$ cat config.mk
export PLATFORM = sky130hd
export DESIGN_NAME = nearest_block_resolver_flat
export DESIGN_NICKNAME = d
export VERILOG_FILES = /design/src/rtl/nearest_block_resolver_if.sv /design/src/rtl/nearest_block_resolver.sv /design/src/flat_wrapper.sv
export SDC_FILE = /design/constraint.sdc
export NUM_CORES = 1
export LEC_CHECK = 0
export ABC_AREA = 1
export CORE_MARGIN = 4
export CORE_UTILIZATION = 59
export CTS_BUF_LIST = sky130_fd_sc_hd__clkbuf_8
export CTS_CLUSTER_DIAMETER = 100
export DETAILED_ROUTE_END_ITERATION = 8
export MAX_ROUTING_LAYER = met4
export PLACE_DENSITY = 0.9
export SETUP_SLACK_MARGIN = 0.2
export SLEW_MARGIN = 0
export SYNTH_ARGS = -nofsm -noshare
export SYNTH_HDL_FRONTEND = slang
export SYNTH_SLANG_ARGS = --single-unit
export TNS_END_PERCENT = 20
$ cat constraint.sdc
create_clock -name clk_in -period 11.25 [get_ports clk_in]
set_clock_uncertainty 0.05 [all_clocks]
set_input_delay 1.125 -clock clk_in [delete_from_list [all_inputs] [get_ports clk_in]]
set_output_delay 1.125 -clock clk_in [all_outputs]
set_load 0.02 [all_outputs]
$ cat src/rtl/nearest_block_resolver_if.sv
// Stream bundle for nearest_block_resolver: per-block beats in, one resolved pixel out.
// slave is the resolver side; master is the upstream/downstream side that drives it.
interface nearest_block_resolver_if #(
    parameter int X_W     = 11,
    parameter int Y_W     = 10,
    parameter int INDEX_W = 4
);
    logic               valid_in;
    logic               ready_out;
    logic [X_W-1:0]     x_in;
    logic [Y_W-1:0]     y_in;
    logic [INDEX_W-1:0] block_index_in;
    logic               intersect_in;
    logic [31:0]        t_in;
    logic [31:0]        ray_x_in;
    logic [31:0]        ray_y_in;
    logic [31:0]        ray_z_in;

    logic               valid_out;
    logic               ready_in;
    logic [X_W-1:0]     x_out;
    logic [Y_W-1:0]     y_out;
    logic               hit_out;
    logic [INDEX_W-1:0] block_index_out;
    logic [31:0]        best_t_out;
    logic [31:0]        ray_x_out;
    logic [31:0]        ray_y_out;
    logic [31:0]        ray_z_out;
    logic               sync_err_out;

    modport slave (
        input  valid_in, x_in, y_in, block_index_in, intersect_in, t_in,
               ray_x_in, ray_y_in, ray_z_in, ready_in,
        output ready_out, valid_out, x_out, y_out, hit_out, block_index_out,
               best_t_out, ray_x_out, ray_y_out, ray_z_out, sync_err_out
    );

    modport master (
        output valid_in, x_in, y_in, block_index_in, intersect_in, t_in,
               ray_x_in, ray_y_in, ray_z_in, ready_in,
        input  ready_out, valid_out, x_out, y_out, hit_out, block_index_out,
               best_t_out, ray_x_out, ray_y_out, ray_z_out, sync_err_out
    );
endinterface

$ cat src/rtl/nearest_block_resolver.sv
// Reduces NUM_BLOCKS intersection beats per pixel to the nearest hit and queues it in a FWFT FIFO.
// Optional macro SABER_PRIORITY_EN: a candidate on block SABER_INDEX wins its group regardless of t.
module nearest_block_resolver #(
    parameter int NUM_BLOCKS  = 13,
    parameter int INDEX_W     = 4,
    parameter int X_W         = 11,
    parameter int Y_W         = 10,
    parameter int OUT_DEPTH   = 4,
    parameter int SABER_INDEX = 12
) (
    input  logic                     clk_in,
    input  logic                     rst_in,
    nearest_block_resolver_if.slave  bus
);
    localparam int BEAT_W = (NUM_BLOCKS > 1) ? $clog2(NUM_BLOCKS) : 1;
    localparam int PTR_W  = $clog2(OUT_DEPTH);
    localparam logic [BEAT_W-1:0] LAST_BEAT = BEAT_W'(NUM_BLOCKS - 1);
    localparam logic [PTR_W:0]    CNT_ONE   = (PTR_W+1)'(1);
    localparam logic [PTR_W:0]    CNT_FULL  = (PTR_W+1)'(OUT_DEPTH);
    localparam logic [PTR_W-1:0]  PTR_ONE   = PTR_W'(1);
    localparam logic [31:0]       NO_HIT_T  = 32'h7F80_0000;
`ifdef SABER_PRIORITY_EN
    localparam bit SABER_EN = 1'b1;
`else
    localparam bit SABER_EN = 1'b0;
`endif

    typedef struct packed {
        logic [X_W-1:0]     x;
        logic [Y_W-1:0]     y;
        logic               hit;
        logic [INDEX_W-1:0] idx;
        logic [31:0]        t;
        logic [31:0]        rx;
        logic [31:0]        ry;
        logic [31:0]        rz;
    } result_t;

    logic [BEAT_W-1:0] beat_q, beat_d;
    result_t           acc_q, acc_d, res_d, head;
    logic              saber_q, saber_d;
    logic              err_q, err_d;
    logic [PTR_W-1:0]  wr_ptr_q, wr_ptr_d, rd_ptr_q, rd_ptr_d;
    logic [PTR_W:0]    count_q, count_d;
    result_t           fifo_mem_q [OUT_DEPTH];

    logic accept, is_first, is_last, is_nan, cand, cand_saber, take, push, pop;

    // Stall only the last beat, and only on registered FIFO occupancy.
    assign bus.ready_out = rst_in && ((beat_q != LAST_BEAT) || (count_q < CNT_FULL));

    always_comb begin
        accept     = bus.valid_in && bus.ready_out;
        is_first   = (beat_q == '0);
        is_last    = (beat_q == LAST_BEAT);
        is_nan     = (bus.t_in[30:23] == 8'hFF) && (bus.t_in[22:0] != '0);
        cand       = bus.intersect_in && !bus.t_in[31] && !is_nan;
        cand_saber = SABER_EN && cand && (bus.block_index_in == INDEX_W'(SABER_INDEX));
        take       = 1'b0;
        res_d      = acc_q;
        saber_d    = saber_q;

        if (is_first) begin
            res_d.x   = bus.x_in;
            res_d.y   = bus.y_in;
            res_d.rx  = bus.ray_x_in;
            res_d.ry  = bus.ray_y_in;
            res_d.rz  = bus.ray_z_in;
            res_d.hit = cand;
            res_d.idx = cand ? bus.block_index_in : '0;
            res_d.t   = cand ? bus.t_in : NO_HIT_T;
            saber_d   = cand_saber;
        end else begin
            // Sign bit is known clear for candidates, so the magnitude compare orders floats.
            take = cand && ((cand_saber && !saber_q) ||
                            ((cand_saber == saber_q) &&
                             (!acc_q.hit || (bus.t_in[30:0] < acc_q.t[30:0]))));
            if (take) begin
                res_d.hit = 1'b1;
                res_d.idx = bus.block_index_in;
                res_d.t   = bus.t_in;
                saber_d   = cand_saber;
            end
        end

        beat_d = beat_q;
        acc_d  = acc_q;
        if (accept) begin
            beat_d = is_last ? '0 : beat_q + BEAT_W'(1);
            acc_d  = res_d;
        end
        if (!accept) saber_d = saber_q;

        err_d = err_q || (accept && !is_first &&
                          ((bus.x_in != acc_q.x) || (bus.y_in != acc_q.y)));

        push     = accept && is_last;
        pop      = (count_q != '0) && bus.ready_in;
        wr_ptr_d = push ? wr_ptr_q + PTR_ONE : wr_ptr_q;
        rd_ptr_d = pop  ? rd_ptr_q + PTR_ONE : rd_ptr_q;
        count_d  = count_q;
        if (push && !pop)      count_d = count_q + CNT_ONE;
        else if (pop && !push) count_d = count_q - CNT_ONE;
    end

    always_ff @(posedge clk_in) begin
        if (!rst_in) begin
            beat_q   <= '0;
            acc_q    <= '0;
            saber_q  <= 1'b0;
            err_q    <= 1'b0;
            wr_ptr_q <= '0;
            rd_ptr_q <= '0;
            count_q  <= '0;
        end else begin
            beat_q   <= beat_d;
            acc_q    <= acc_d;
            saber_q  <= saber_d;
            err_q    <= err_d;
            wr_ptr_q <= wr_ptr_d;
            rd_ptr_q <= rd_ptr_d;
            count_q  <= count_d;
        end
    end

    // Storage is unreset; the output mux below masks stale entries.
    always_ff @(posedge clk_in) begin
        if (push) fifo_mem_q[wr_ptr_q] <= res_d;
    end

    assign head = (count_q != '0) ? fifo_mem_q[rd_ptr_q] : '0;

    assign bus.valid_out       = (count_q != '0);
    assign bus.x_out           = head.x;
    assign bus.y_out           = head.y;
    assign bus.hit_out         = head.hit;
    assign bus.block_index_out = head.idx;
    assign bus.best_t_out      = head.t;
    assign bus.ray_x_out       = head.rx;
    assign bus.ray_y_out       = head.ry;
    assign bus.ray_z_out       = head.rz;
    assign bus.sync_err_out    = err_q;
endmodule

$ cat src/flat_wrapper.sv
// flat-port wrapper written by rule: the top's interface ports become plain ports
module nearest_block_resolver_flat 
#(
    parameter int NUM_BLOCKS  = 13,
    parameter int INDEX_W     = 4,
    parameter int X_W         = 11,
    parameter int Y_W         = 10,
    parameter int OUT_DEPTH   = 4,
    parameter int SABER_INDEX = 12
)
  (clk_in, rst_in, bus_valid_in, bus_x_in, bus_y_in, bus_block_index_in, bus_intersect_in, bus_t_in, bus_ray_x_in, bus_ray_y_in, bus_ray_z_in, bus_ready_in, bus_ready_out, bus_valid_out, bus_x_out, bus_y_out, bus_hit_out, bus_block_index_out, bus_best_t_out, bus_ray_x_out, bus_ray_y_out, bus_ray_z_out, bus_sync_err_out);
  nearest_block_resolver_if #(.X_W(X_W), .Y_W(Y_W), .INDEX_W(INDEX_W)) bus_i ();
  input  logic clk_in;
  input  logic rst_in;
  input wire logic [$bits(bus_i.valid_in)-1:0] bus_valid_in;
  input wire logic [$bits(bus_i.x_in)-1:0] bus_x_in;
  input wire logic [$bits(bus_i.y_in)-1:0] bus_y_in;
  input wire logic [$bits(bus_i.block_index_in)-1:0] bus_block_index_in;
  input wire logic [$bits(bus_i.intersect_in)-1:0] bus_intersect_in;
  input wire logic [$bits(bus_i.t_in)-1:0] bus_t_in;
  input wire logic [$bits(bus_i.ray_x_in)-1:0] bus_ray_x_in;
  input wire logic [$bits(bus_i.ray_y_in)-1:0] bus_ray_y_in;
  input wire logic [$bits(bus_i.ray_z_in)-1:0] bus_ray_z_in;
  input wire logic [$bits(bus_i.ready_in)-1:0] bus_ready_in;
  output wire logic [$bits(bus_i.ready_out)-1:0] bus_ready_out;
  output wire logic [$bits(bus_i.valid_out)-1:0] bus_valid_out;
  output wire logic [$bits(bus_i.x_out)-1:0] bus_x_out;
  output wire logic [$bits(bus_i.y_out)-1:0] bus_y_out;
  output wire logic [$bits(bus_i.hit_out)-1:0] bus_hit_out;
  output wire logic [$bits(bus_i.block_index_out)-1:0] bus_block_index_out;
  output wire logic [$bits(bus_i.best_t_out)-1:0] bus_best_t_out;
  output wire logic [$bits(bus_i.ray_x_out)-1:0] bus_ray_x_out;
  output wire logic [$bits(bus_i.ray_y_out)-1:0] bus_ray_y_out;
  output wire logic [$bits(bus_i.ray_z_out)-1:0] bus_ray_z_out;
  output wire logic [$bits(bus_i.sync_err_out)-1:0] bus_sync_err_out;
  assign bus_i.valid_in = bus_valid_in;
  assign bus_i.x_in = bus_x_in;
  assign bus_i.y_in = bus_y_in;
  assign bus_i.block_index_in = bus_block_index_in;
  assign bus_i.intersect_in = bus_intersect_in;
  assign bus_i.t_in = bus_t_in;
  assign bus_i.ray_x_in = bus_ray_x_in;
  assign bus_i.ray_y_in = bus_ray_y_in;
  assign bus_i.ray_z_in = bus_ray_z_in;
  assign bus_i.ready_in = bus_ready_in;
  assign bus_ready_out = bus_i.ready_out;
  assign bus_valid_out = bus_i.valid_out;
  assign bus_x_out = bus_i.x_out;
  assign bus_y_out = bus_i.y_out;
  assign bus_hit_out = bus_i.hit_out;
  assign bus_block_index_out = bus_i.block_index_out;
  assign bus_best_t_out = bus_i.best_t_out;
  assign bus_ray_x_out = bus_i.ray_x_out;
  assign bus_ray_y_out = bus_i.ray_y_out;
  assign bus_ray_z_out = bus_i.ray_z_out;
  assign bus_sync_err_out = bus_i.sync_err_out;
  nearest_block_resolver #(.NUM_BLOCKS(NUM_BLOCKS), .INDEX_W(INDEX_W), .X_W(X_W), .Y_W(Y_W), .OUT_DEPTH(OUT_DEPTH), .SABER_INDEX(SABER_INDEX)) u_core (.clk_in(clk_in), .rst_in(rst_in), .bus(bus_i));
endmodule
==> flow_summary_export.csv <==
group,metric,value,unit
logic_synthesis,synth_commonest_cells,"nor2_1 (644), edfxtp_1 (616), o21ai_0 (443), nand2_1 (424), inv_1 (194)",
logic_synthesis,synth_edf_count,616,
grt,grt_pass1_wl,130900,microns
run,maxCapViolCount,0,
clock_network,clk_latency,0.72,ns
worst_setup_path,worstReg2RegEnd,"u_core.fifo_mem_q[1][46]",
worst_setup_path,r2r_start,"u_core.beat_q[0]",
route,via_count,24430,
worst_hold_path,hold_path.class,"reg -> reg",
clock_network,cts_sinks,784,
sta,drv_slew,0,
route,drc_errors,0,
worst_setup_path,critical_path_required,10.08,ns
floorplan,die_y,243.1,microns
route,wire_per_inst,19.93,microns
sta,worstMarginPinSlew,1.306,ns
logic_synthesis,yosysTopAreaCellShare,0.5672,
cells_and_area,final_area,38520,sq um
cells_and_area,multi_input_area,9183,sq um
worst_setup_path,r2r_cells,11,
place,place_inst,3996,
place,gp_congestion,0.8382,
route,wirelength,84140,microns
route,ant_nets,0,
clock_network,ctsResizeCount,0,
sta,fin_crit,5.883,ns
clock_network,cts_buffers,117,
floorplan,die_w,243.1,microns
worst_setup_path,cp.arrival,4.71,ns
worst_setup_path,critPathKind,"reg -> out",
grt,grt_pass1_vias,24340,
cells_and_area,seqCellArea,21870,sq um
logic_synthesis,synth-seq-area-share,0.6703,
cells_and_area,layout-drive-gt1-share,0.06924,
worst_setup_path,cp_max_fo,92,
place,numPortBuffers,314,
sta,fmax,170.0,MHz
grt,overflow,0,
sta,rsz0062_at_grt,"no",
grt,grt_max_degree,236,
logic_synthesis,synth_nets,3347,
clock_network,clk_pin_slew,0.06,ns
clock_network,cts_root_buffer,"clkbuf_8",
power_and_ir_drop,ir_worst_vdd,138.9,uV
floorplan,core,54240,sq um
power_and_ir_drop,leakage,13.93,nW
power_and_ir_drop,fin_total_pwr,8.557,mW
cells_and_area,nFillCells,3500,
floorplan,die-area,59100,sq um
logic_synthesis,synthTopCellsByArea,"edfxtp_1 (57%), dfxtp_1 (10%), nor2_1 (7.4%)",
logic_synthesis,yosys.area.top_type,"edfxtp_1",
logic_synthesis,yosys_warnings,0,
floorplan,row_count,85,
worst_setup_path,regToRegSetupSlack,6.69,ns
clock_network,htreeDepth,3,
place,place_area,36040,sq um
worst_setup_path,endpoint_kind,"output pin",
sta,hold_viol,0,
status,outcome,"finished, final reports clean",
logic_synthesis,ys_types,38,
cells_and_area,area_delta_synth_final,18.10,%
logic_synthesis,yosys_register_bits,784,
floorplan,initial_core_util,0.6013,
worst_setup_path,crit_path_end,"bus_ray_z_out[12]",
clock_network,cts_tree,"yes",
sta,final.setup.tns,0,ns
route,drtIter0Drc,2741,
route,first_pass_iters,6,
clock_network,cts_setup_buffers,0,
clock_network,cts_max_path_buffers,3,
cells_and_area,stdcell_count,4222,
place,post-dp-hpwl,47260,microns
cells_and_area,nets,3615,
logic_synthesis,syn_inst,3151,
logic_synthesis,syn_area,32610,sq um
logic_synthesis,synth_ff_type,"edfxtp_1",
floorplan,ioPinCount,315,
power_and_ir_drop,p_per_area,222.2,nW/um^2
sta,setup_viol_count_final,0,
grt,antenna_found_initial,2,
logic_synthesis,post-synth-top-count-cell,"nor2_1",
worst_setup_path,critPathLaunchType,"register",
logic_synthesis,async_flop_share,0,
sta,period_share,0.5230,
route,vias_per_cell,5.787,
grt,grt_usage,0.2859,
logic_synthesis,postSynthAreaPerCell,10.35,sq um
clock_network,cts_hold_buf,0,
sta,maxSlewHeadroom,0.1293,
-- how the worst min path moves through the flow --
stage	startpoint	end	slack (ns)	cells after the start
after floorplan	u_core.acc_q[127]	u_core.acc_q[127]	0.36	2
after global placement	u_core.acc_q[127]	u_core.acc_q[127]	0.37	2
after detailed placement	u_core.acc_q[127]	u_core.acc_q[127]	0.38	2
after CTS	u_core.acc_q[127]	u_core.acc_q[127]	0.39	2
after global routing	u_core.acc_q[119]	u_core.acc_q[119]	0.42	2
final	u_core.acc_q[127]	u_core.acc_q[127]	0.39	2
-- placed cells by master (no fill, tap or decap), types with 2 or more instances in the layout --
cell type,count
a21o_1,2
a21oi_1,175
buf_12,2
buf_4,23
bufinv_16,9
clkbuf_8,133
clkdlybuf4s50_1,314
clkinv_1,22
clkinv_2,15
clkinvlp_4,3
dfxtp_1,166
dfxtp_4,2
diode_2,2
edfxtp_1,616
ha_1,37
inv_1,231
inv_2,2
inv_4,2
inv_6,4
nand2_1,424
nand2_2,11
nand3_1,58
nand3_2,21
nand3b_1,8
nand4_1,6
nor2_1,640
nor2_4,4
nor3_1,2
nor3_2,3
nor4_1,3
o21ai_0,443
o21ai_1,110
or2_2,3
xnor2_1,12
xor2_1,7
-- critical path: stages, from the launching register on --
cell and delay (ns):
dfxtp_4 0.75, buf_4 0.77, buf_4 0.91, nor2_1 0.18, nor2_1 0.19, o21ai_0 0.15
a21oi_1 0.29, clkdlybuf4s50_1 0.66
-- report_power, final --
part           leakage [nW]  total (mW)  internal [mW]  switching, mW
clock                  1.41        2.39           1.29           1.10
sequential             6.97        3.28           3.22         0.0544
combinational          5.55        2.88          0.995           1.89
-- area by class of cell --
cell class	instances	share of cell area
antenna	2	0.0001299
sequential	784	0.5677
inverter	199	0.01978
clock inverter	91	0.01670
multi-input combinational	1978	0.2384
timing repair buffer	339	0.08712
clock buffer	133	0.04752
tap	696	0.02261
-- per-layer routing --
metal	up-vias	GRT usage	part of all wire
met5	-	-	0
met4	0	0.1327	0.041
met3	236	0.04966	0.093
met2	1368	0.4573	0.49
met1	11570	0.3598	0.38
li1	11260	-	-
-- flip-flops by register name, indices dropped and copies added (netlist names), named ones only --
signal	cells
u_core.count_q	3
u_core.bus.sync_err_out	1
u_core.acc_q	154
u_core.rd_ptr_q	2
u_core.beat_q	4
u_core.fifo_mem_q	616
u_core.wr_ptr_q	2
-- cell families (layout without fill, tap and decap cells) --
family                   Yosys count  count (layout)  share of synthesized area
buffers and inverters            389             762                    0.04937
other                              0               2                          0
AND/OR/NAND/NOR                 1188            1188                     0.1472
AO/OA/AOI/OAI                    733             733                     0.1132
adder cells (fa/ha/maj)           38              38                    0.01481
flip-flops                       784             784                     0.6703
XOR/XNOR                          19              19                   0.005102
-- metrics by stage --
stage                       util  worst slack [ns]  hold WS, ns
after global placement    0.6645             5.589       0.3724
after global routing      0.7102             5.134       0.4203
after CTS                 0.7101             5.354       0.3915
after floorplan                -             2.143       0.3620
after detailed placement  0.6645             5.496       0.3825
final                     0.7102             5.367       0.3909
(Power assumes the default switching activity.)
